$ cat config.mk
export PLATFORM = sky130hd
export DESIGN_NAME = phy_tx_scheduler
export DESIGN_NICKNAME = d
export VERILOG_FILES = /design/src/rtl/phy_tx_scheduler.sv
export SDC_FILE = /design/constraint.sdc
export NUM_CORES = 1
export LEC_CHECK = 0
export ABC_AREA = 1
export CORE_MARGIN = 3
export CORE_UTILIZATION = 47
export DETAILED_ROUTE_END_ITERATION = 8
export PLACE_DENSITY = 0.83
export SLEW_MARGIN = 20
export SYNTH_ARGS = -nofsm -noshare
export SYNTH_HDL_FRONTEND = slang
export SYNTH_SLANG_ARGS = --single-unit
$ cat constraint.sdc
create_clock -name clk_f -period 1.9 [get_ports clk_f]
set_clock_uncertainty 0.15 [all_clocks]
set_input_delay 0.38 -clock clk_f [delete_from_list [all_inputs] [get_ports clk_f]]
set_output_delay 0.38 -clock clk_f [all_outputs]
set_load 0.01 [all_outputs]
$ cat src/rtl/phy_tx_scheduler.sv
// Round-robin scheduler sharing one byte-wide PHY transmit path among four
// requesters. Emits a training run of idle COM characters after reset, then
// grants framed bursts (header byte + up to MAX_BURST data bytes + one gap).
module phy_tx_scheduler #(
  parameter int unsigned TRAIN_LEN = 16,
  parameter int unsigned MAX_BURST = 8
) (
  input  logic        clk_f,
  input  logic        reset,
  input  logic [3:0]  req_valid,
  input  logic [31:0] req_data,
  input  logic        tx_enable,
  output logic [3:0]  req_pop,
  output logic [7:0]  data_out,
  output logic        valid_out,
  output logic [1:0]  cur_owner,
  output logic        busy
);

  localparam logic [7:0] IdleChar  = 8'hBC;
  localparam logic [7:0] TrainLast = 8'(TRAIN_LEN - 1);
  localparam logic [7:0] MaxBurst  = 8'(MAX_BURST);

  typedef enum logic [1:0] {StTrain, StIdle, StData} state_e;

  state_e      state_q, state_d;
  logic [7:0]  cnt_q, cnt_d;
  logic [1:0]  owner_q, owner_d;
  logic [1:0]  last_owner_q, last_owner_d;
  logic [7:0]  data_q, data_d;
  logic        valid_q, valid_d;
  logic        busy_q, busy_d;

  logic        grant_found;
  logic [1:0]  grant_id;
  logic [1:0]  cand;
  logic        pop_en;
  logic [7:0]  owner_byte;

  // Round-robin search starting just after the last burst owner.
  always_comb begin
    grant_found = 1'b0;
    grant_id    = 2'd0;
    cand        = 2'd0;
    for (int k = 1; k <= 4; k++) begin
      cand = last_owner_q + 2'(k);
      if (!grant_found && req_valid[cand]) begin
        grant_found = 1'b1;
        grant_id    = cand;
      end
    end
  end

  // Pop the owner's byte while it has one and the burst cap is not reached;
  // suppressed during reset so an abandoned burst loses no byte.
  always_comb begin
    pop_en     = reset && (state_q == StData) && req_valid[owner_q] && (cnt_q < MaxBurst);
    req_pop    = pop_en ? (4'b0001 << owner_q) : 4'b0000;
    owner_byte = req_data[{owner_q, 3'b000} +: 8];
  end

  // Next-state and registered-output computation.
  always_comb begin
    state_d      = state_q;
    cnt_d        = cnt_q;
    owner_d      = owner_q;
    last_owner_d = last_owner_q;
    data_d       = IdleChar;
    valid_d      = 1'b0;
    busy_d       = busy_q;
    unique case (state_q)
      StTrain: begin
        busy_d = 1'b0;
        if (cnt_q == TrainLast) begin
          state_d = StIdle;
          cnt_d   = 8'd0;
        end else begin
          cnt_d = cnt_q + 8'd1;
        end
      end
      StIdle: begin
        busy_d = 1'b0;
        if (tx_enable && grant_found) begin
          owner_d = grant_id;
          data_d  = {6'b111100, grant_id};
          valid_d = 1'b1;
          busy_d  = 1'b1;
          cnt_d   = 8'd0;
          state_d = StData;
        end
      end
      StData: begin
        if (pop_en) begin
          data_d  = owner_byte;
          valid_d = 1'b1;
          busy_d  = 1'b1;
          cnt_d   = cnt_q + 8'd1;
        end else begin
          // First non-pop cycle ends the burst; this gap is also the next
          // arbitration cycle.
          busy_d       = 1'b0;
          last_owner_d = owner_q;
          state_d      = StIdle;
        end
      end
      default: state_d = StTrain;
    endcase
  end

  // State and output registers with synchronous active-low reset.
  always_ff @(posedge clk_f) begin
    if (!reset) begin
      state_q      <= StTrain;
      cnt_q        <= 8'd0;
      owner_q      <= 2'd0;
      last_owner_q <= 2'd3;
      data_q       <= IdleChar;
      valid_q      <= 1'b0;
      busy_q       <= 1'b0;
    end else begin
      state_q      <= state_d;
      cnt_q        <= cnt_d;
      owner_q      <= owner_d;
      last_owner_q <= last_owner_d;
      data_q       <= data_d;
      valid_q      <= valid_d;
      busy_q       <= busy_d;
    end
  end

  assign data_out  = data_q;
  assign valid_out = valid_q;
  assign cur_owner = owner_q;
  assign busy      = busy_q;

endmodule

* Yosys cells after proc, flatten, opt, wreduce, memory -nomap -nowiden
Index checks and enable logic that the tools add are counted.
Cells by class: add/sub/neg operators 4, order comparisons 6, equality and inequality tests 7, shift operators 2, mux-type cells 34, bitwise operators 1, reduce and logical (&&, ||, !) cells 16
Operators with widths (count):
- 8-bit two-way mux | 4
- 32-bit by 6-bit indexed part select with 8-bit output | 1
- 8-bit one-hot mux with 3 select lines | 1
- 8-bit one-hot mux with 2 select lines | 1
- 2-bit by 3-bit less-than comparator with 1-bit output, second input constant | 5
- 2-bit two-way mux | 7
- 1-bit two-way mux | 11
- 1-bit binary-select mux with 2-bit select | 5
- 8-bit by 1-bit adder with 8-bit output, second input constant | 1
- 8-bit by 4-bit == test with 1-bit output, second input constant | 1
- 8-bit by 4-bit less-than comparator with 1-bit output, second input constant | 1
- 2-bit != test, second input constant | 4
- 1-bit logical AND | 7
- 7-bit two-way mux | 1
- 2-bit one-hot mux with 3 select lines | 1
- 3-bit AND reduction | 2
- 2-bit adder, second input constant | 2
- 4-bit two-way mux | 1
- 2-bit AND reduction | 2
- 1-bit by 2-bit left shift with 4-bit output, first input constant | 1
- 1-bit zero test | 3
- 1-bit one-hot mux with 3 select lines | 1
- 3-bit nonzero test | 1
- 2-bit by 1-bit adder with 2-bit output, second input constant | 1
- other kinds (5) | 5
Word-level totals: register bits after elaboration 24, bits of input ports 39, output and inout port bits 16, word-level logic and storage cells 77

* Longest topological paths before layout
Gate-level depths: netlist (run 1).
depth in word-level cells 16, gate-level depth with buffers 14, mapped depth without buffers 13

* Worst setup path before layout (run 1)
No wires, ideal clock.
kind reg2out, from register state_q[0], to output req_pop[0], data arrival time 1.266 ns, data required time 1.370 ns, path slack 0.104 ns, cell stages (with the launch flop) 7, path buffers 0, cells stage by stage dfxtp_1 > inv_1 > ha_1 > nand3_1 > nor2_2 > nand2_4 > nor3_1
Between the ends: cells in the longest elaborated chain, start to end 5
RTL lines:
- from (decl) | line 26 | state_e state_q, state_d;
- from (signal assigned) | line 113 | state_q <= StTrain;
- from (signal assigned) | line 121 | state_q <= state_d;
- 2-bit == test | line 57 | pop_en = reset && (state_q == StData) && req_valid[owner_q] && (cnt_q < MaxBurst);
- 1-bit logical AND (3 in a row) | line 57
- 4-bit two-way mux | line 58 | req_pop = pop_en ? (4'b0001 << owner_q) : 4'b0000;
- to (decl) | line 13 | output logic [3:0] req_pop,
Every way passes these cells.

* Worst setup path in the final report (run 1)
from register owner_q[1], in the netlist cur_owner[1], to output req_pop[1]
Between the ends: cells in the longest elaborated chain, start to end 5, elaborated cells between the ends (all ways) 6, classes of those cells 1 x shift; 3 x mux; 2 x reduce/logical
RTL lines:
- from (decl) | line 28 | logic [1:0] owner_q, owner_d;
- from (signal assigned) | line 123 | owner_q <= owner_d;
- 1-bit binary-select mux with 2-bit select | line 57
- 1-bit two-way mux (implied by the code) | line 57
- 1-bit logical AND (2 in a row) | line 57
- 4-bit two-way mux * | line 58
Mark *: on every way between the ends. The rest lies on a longest branch, timed or not. The select of a mux whose other input is x is not followed.

==> results of run 1 <==
[layer usage]
layer,wire length (um),vias to the layer above,global-route usage [%]
li1,-,1061,-
met1,2460,984,32.4
met2,3100,95,50.3
met3,316,20,4.22
met4,169,0,10.9
met5,0,-,0
[synth_stat cells, drive strengths merged]
library cell / n
nand2: 96
nand3: 28
dfxtp: 24
a21oi: 23
inv: 22
nor2: 16
nand4: 6
a22oi: 5
buf: 5
ha: 5
o21ai: 5
xor2: 5
a221oi: 3
nor3: 3
clkbuf: 2
clkinv: 2
o211ai: 2
o31ai: 2
or2: 2
a22o: 1
nand3b: 1
xnor2: 1
[kinds of logic (layout without fill, tap and decap cells)]
group	Yosys count	in the layout	synth area share (%)
AND/OR/NAND/NOR	152	153	42.8
flip-flops	24	24	27.4
XOR/XNOR	6	6	3.00
buffers and inverters	31	131	8.71
AO/OA/AOI/OAI	41	41	14.5
adder cells (fa/ha/maj)	5	5	3.57
[flip-flops by register name, summed over array words and instances (netlist names)]
register	count
busy	1
cnt_q	8
cur_owner	2
data_out	8
last_owner_q	2
state_q	2
valid_out	1
[worst max path at each step]
| stage | depth (start not counted) | slack [ps] | to |
|---|---|---|---|
| 2_1_floorplan | 6 | 100 | req_pop[0] |
| 3_3_place_gp | 6 | -570 | req_pop[0] |
| 3_5_place_dp | 6 | -680 | req_pop[1] |
| 4_1_cts | 7 | -130 | req_pop[1] |
| 5_1_grt | 7 | -120 | req_pop[1] |
| 6_report | 7 | -80 | req_pop[1] |
[per-stage QoR]
step	setup TNS [ps]	hold slack (ps)	power (mW)	setup WS, ps
final	-169	366	1.34	-76.2
after global routing	-417	375	1.42	-119
after CTS	-244	362	1.32	-125
after detailed placement	-10680	350	1.00	-676
after global placement	-9140	347	0.994	-569
after floorplan	0	315	0.796	104
[cell type report]
class / count / area (um2) / area share (%)
Timing Repair Buffer: 104 / 916 / 32.0
Multi-Input combinational cell: 205 / 1260 / 43.9
Sequential cell: 24 / 495 / 17.3
Tap cell: 46 / 57.6 / 2.01
Inverter: 24 / 98.8 / 3.45
Clock buffer: 3 / 41.3 / 1.44
[critical path, cell delays in order (launching register included)]
cell	delay, ps
dfxtp_4	390
buf_6	130
nor2_8	90
nand2_4	60
nand4_4	110
nand2_4	100
nor3_4	130
buf_2	160
[power by group through the flow]
stage	clock, mW	sequential (mW)	combinational (mW)
2_1_floorplan	0	0.572	0.224
4_1_cts	0.305	0.559	0.459
3_3_place_gp	0	0.570	0.424
5_1_grt	0.323	0.563	0.529
6_report	0.297	0.560	0.486
3_5_place_dp	0	0.571	0.430
[timing repair]
action / 4_1_cts / 5_1_grt
setup endpoints to repair: 25 / 22
resized for setup: 45 / 19
pin swaps: 11 / 7
gates cloned: 1 / 0
buffers inserted: 2 / 4
endpoints found under the hold margin: 0 / 0
==> run_results.csv, run 1 <==
group,metric,value,unit
min_path,hold_class,"flop to flop",
finish,drive_gt1_share,30.3,%
placement,dpl.hpwl,4210,um
timing,setup-violations-final,4,
timing,grt_setup_unrepaired,"yes",
run,maxCapViolations,0,
clock_network,cts-htree-levels,1,
power_and_ir_drop,comb_power_share,36.2,%
floorplanning,start_util,50.5,%
synth,synth.top_cell.area_share,27.4,%
worst_setup_path,startpoint_type,"flop",
synth,syn_area,1750,um2
global_route,grt_first_pass_wirelength,9600,um
timing,fmax,506,MHz
clock_network,cts_buffers,3,
outcome,status,"complete, but fails checks",
detailed_routing,drtIter0Drc,126,
min_path,hold-path-endpoint,"cnt_q[2]",
power_and_ir_drop,clkPwrFrac,22.1,%
finish,final_cell_mix,"nand2_1, buf_4, clkdlybuf4s50_1",
detailed_routing,postRouteAntennaNets,0,
global_route,grt_pass1_vias,2095,
timing,tightest_slew,393,ps
global_route,grt_antenna_before_repair,0,
worst_setup_path,cp-end-kind,"output pin",
placement,io_buffers,54,
power_and_ir_drop,power_density,469,nW/um2
synth,synth_area_leaders,"dfxtp_1, nand2_1, nand3_1, a21oi_1, inv_1",
outcome,violations,"setup timing",
finish,areaGrowthSynthToFinish,63.5,%
global_route,grt_start_max_net_pins,13,
min_path,min_path_cells,2,
detailed_routing,drc,0,
clock_network,clkLatencyLatePin,270,ps
detailed_routing,drt_first_pass_iters,4,
placement,place_inst,396,
finish,fillCellCount,211,
timing,setup_slack,-76.2,ps
finish,insertedDiodeCount,0,
timing,period_needed,1980,ps
floorplanning,ioPinCount,55,
synth,avgSynthCellArea,6.77,um2
floorplanning,die_area,4500,um2
power_and_ir_drop,switching_share,31.2,%
worst_setup_path,r2r-start,"cur_owner[1]",
power_and_ir_drop,p_sw,0.419,mW
detailed_routing,wl_per_cell,14.9,um
clock_network,cts.sinks,24,
detailed_routing,vias_per_cell,5.32,
synth,ys_warn_count,0,
worst_setup_path,r2r_setup_slack,60,ps
worst_setup_path,cp.required,1370,ps
finish,nets,406,
synth,syn_inst,259,
global_route,grt_use_total,27.9,%
synth,synthesis.nets,303,
clock_network,path_clk_slew,80,ps
finish,final_cell_area,2870,um2
global_route,grt-ovfl-total,0,
synth,synth-seq-cells,24,
min_path,hp-start,"cnt_q[2]",
floorplanning,die_height,67.1,um
placement,postPlaceCellArea,2640,um2
clock_network,cts_max_path_buffers,2,
timing,finalHoldViolCount,0,
worst_setup_path,worstSetupPathType,"flop to output pin",
worst_setup_path,worstSetupStartpoint,"cur_owner[1]",
floorplanning,die_w,67.1,um
power_and_ir_drop,p_leak,1.29,nW
clock_network,cts_tree,"yes",
timing,maxSlewViolCount,0,
floorplanning,rows,21,
synth,synth_top_cell_by_area,"dfxtp_1",
power_and_ir_drop,irDropWorstVdd,0.567,mV
timing,fin_crit_sh,104,%
timing,max_slew_margin,73.8,%
finish,final_cells,406,
placement,place_congestion,0.855,
clock_network,hold_buffers,0,
finish,utilization,82.6,%
power_and_ir_drop,internal_power,0.925,mW
clock_network,root_buffer,"clkbuf_8",
synth,yosysSeqAreaShare,27.4,%
worst_setup_path,worstRegToRegCells,11,
finish,layout_commonest_cell,"nand2_1",
synth,synth_cell_types,35,
floorplanning,core-area,3470,um2
detailed_routing,vias,2160,
worst_setup_path,path_max_fanout,5,
worst_setup_path,worstReg2RegEnd,"cnt_q[0]",
detailed_routing,drt-total-wl,6050,um
worst_setup_path,crit_arrival,1450,ps
power_and_ir_drop,p_seq_share,41.7,%
No activity file was read; power rests on OpenSTA's default activity.
==> run 2, diff against run 1 <==
Settings changed: CORE_UTILIZATION 47 to 48, CTS_BUF_LIST set to sky130_fd_sc_hd__clkbuf_8, PLACE_DENSITY 0.83 to 0.84, RECOVER_POWER set to 100.
==> run_results.csv, run 2 (synthesis results as in run 1) <==
group,metric,value,unit
global_route,grt_start_max_net_pins,14,
placement,place_ws,-579,ps
clock_network,cts_max_path_buffers,2,
min_path,min_path_cells,2,
finish,final_cell_mix,"nand2_1, buf_4, clkdlybuf4s50_1",
finish,fillCellCount,153,
timing,finalHoldViolCount,0,
clock_network,hold_buffers,0,
timing,period_needed,2130,ps
floorplanning,die_w,66.4,um
clock_network,cts.sinks,24,
placement,dpl.hpwl,4390,um
detailed_routing,drt-total-wl,8220,um
worst_setup_path,cp-end-kind,"flop",
clock_network,cts-htree-levels,1,
power_and_ir_drop,irDropWorstVdd,0.553,mV
timing,max_slew_margin,72.0,%
detailed_routing,drc,0,
power_and_ir_drop,power_density,498,nW/um2
detailed_routing,postRouteAntennaNets,0,
global_route,grt_use_total,30.2,%
power_and_ir_drop,p_leak,1.44,nW
finish,areaGrowthSynthToFinish,73.6,%
worst_setup_path,startpoint_type,"flop",
timing,maxSlewViolCount,0,
detailed_routing,wl_per_cell,20.0,um
worst_setup_path,path_max_fanout,5,
clock_network,cts_buffers,3,
timing,grt_setup_unrepaired,"yes",
clock_network,cts_tree,"yes",
timing,fmax,469,MHz
clock_network,root_buffer,"clkbuf_8",
timing,tightest_slew,417,ps
floorplanning,ioPinCount,55,
placement,postPlaceCellArea,2660,um2
power_and_ir_drop,totalPowerFinal,1.52,mW
global_route,grt_first_pass_wirelength,10200,um
worst_setup_path,r2r-start,"cnt_q[0]",
worst_setup_path,crit_arrival,2180,ps
worst_setup_path,cp.required,1950,ps
placement,io_buffers,54,
worst_setup_path,r2r_setup_slack,-230,ps
floorplanning,rows,21,
outcome,status,"complete, but fails checks",
finish,multi_input_area,1350,um2
worst_setup_path,worstRegToRegCells,9,
timing,finalSetupTns,-654,ps
worst_setup_path,worstSetupPathType,"flop to flop",
outcome,violations,"setup timing",
min_path,hold-path-endpoint,"cnt_q[0]",
floorplanning,start_util,51.3,%
global_route,grt.busiest_layer,"met2",
run,maxCapViolations,0,
detailed_routing,vias,2520,
detailed_routing,drt_first_pass_iters,5,
floorplanning,core-area,3420,um2
finish,nets,410,
timing,setup-violations-final,7,
worst_setup_path,worstReg2RegEnd,"cnt_q[6]",
detailed_routing,drtIter0Drc,254,
timing,holdWs,358,ps
clock_network,clkLatencyLatePin,280,ps
timing,setup_slack,-230,ps
global_route,grtUsageMet3,3.91,%
detailed_routing,vias_per_cell,6.13,
global_route,grt_pass1_vias,2211,
finish,drive_gt1_share,37.5,%
floorplanning,die_height,66.4,um
placement,place_congestion,0.840,
finish,register_area,497,um2
finish,layout_commonest_cell,"nand2_1",
floorplanning,die_area,4410,um2
finish,insertedDiodeCount,0,
min_path,hold_class,"flop to flop",
global_route,grt_use_met2,54.5,%
global_route,grt_antenna_before_repair,0,
global_route,grt-ovfl-total,0,
global_route,grt_util_met1,34.9,%
finish,final_cell_area,3040,um2
timing,fin_crit_sh,112,%
clock_network,path_clk_slew,90,ps
min_path,hp-start,"cnt_q[0]",
==> run 2: changes by cell type in the layout (fill, tap and decap cells not counted), moves of 2 or more <==
| cell | change |
|---|---|
| ha_1 | -2 |
| a21oi_1 | -5 |
| nand3_2 | +6 |
| nand2_4 | +5 |
| a21oi_2 | +5 |
| nand2_2 | +6 |
| nand2_1 | -11 |
| nand3_1 | -5 |
==> run 2: report_power, final <==
part	leakage (nW)	switching, mW	internal (mW)	total, mW
clock network	0.0288	0.184	0.186	0.370
logic	1.21	0.295	0.283	0.578
registers	0.197	0.0334	0.534	0.567
==> run 2: worst max-delay path: stages (launching register included) <==
cell and delay (ps):
dfxtp_2 400, ha_2 230, nand3_1 130, buf_4 180, nor2_1 180, nand2_1 130
xor2_1 180, a21oi_1 160, nand3_1 140, a21oi_2 180
==> run 2: how the worst max path moves through the flow <==
| stage | from | slack [ps] | cells past startpoint | endpoint |
|---|---|---|---|---|
| 2_1_floorplan | state_q[0] | 100 | 6 | req_pop[0] |
| 3_3_place_gp | reset | -540 | 6 | req_pop[2] |
| 3_5_place_dp | reset | -580 | 6 | req_pop[1] |
| 4_1_cts | cur_owner[1] | -50 | 7 | req_pop[1] |
| 5_1_grt | cnt_q[1] | -200 | 9 | cnt_q[6] |
| 6_report | cnt_q[0] | -230 | 9 | cnt_q[6] |
==> run 2: per-stage QoR <==
step / util [%] / cells
3_5_place_dp: 77.9 / 399
2_1_floorplan: - / 259
3_3_place_gp: 77.9 / 399
6_report: 89.1 / 411
5_1_grt: 89.1 / 411
4_1_cts: 83.3 / 409
==> run 2: cell type report <==
type	instances	area share, %
multi-input combinational	205	44.4
sequential	24	16.3
inverter	24	3.25
clock buffer	4	1.81
timing repair buffer	108	32.3
tap	46	1.89
==> run 2: what timing repair did <==
| action | 4_1_cts | 5_1_grt |
|---|---|---|
| setup buffers | 5 | 1 |
| pin swaps | 12 | 10 |
| endpoints found under the hold margin | 0 | 0 |
| endpoints found under the setup margin | 25 | 28 |
| cloned | 1 | 1 |
| gates resized for setup | 47 | 46 |
==> run 2: routing by layer <==
layer	up-vias	routed length, um
li1	1076	-
met1	1147	2900
met2	218	3960
met3	79	731
met4	0	617
met5	-	0
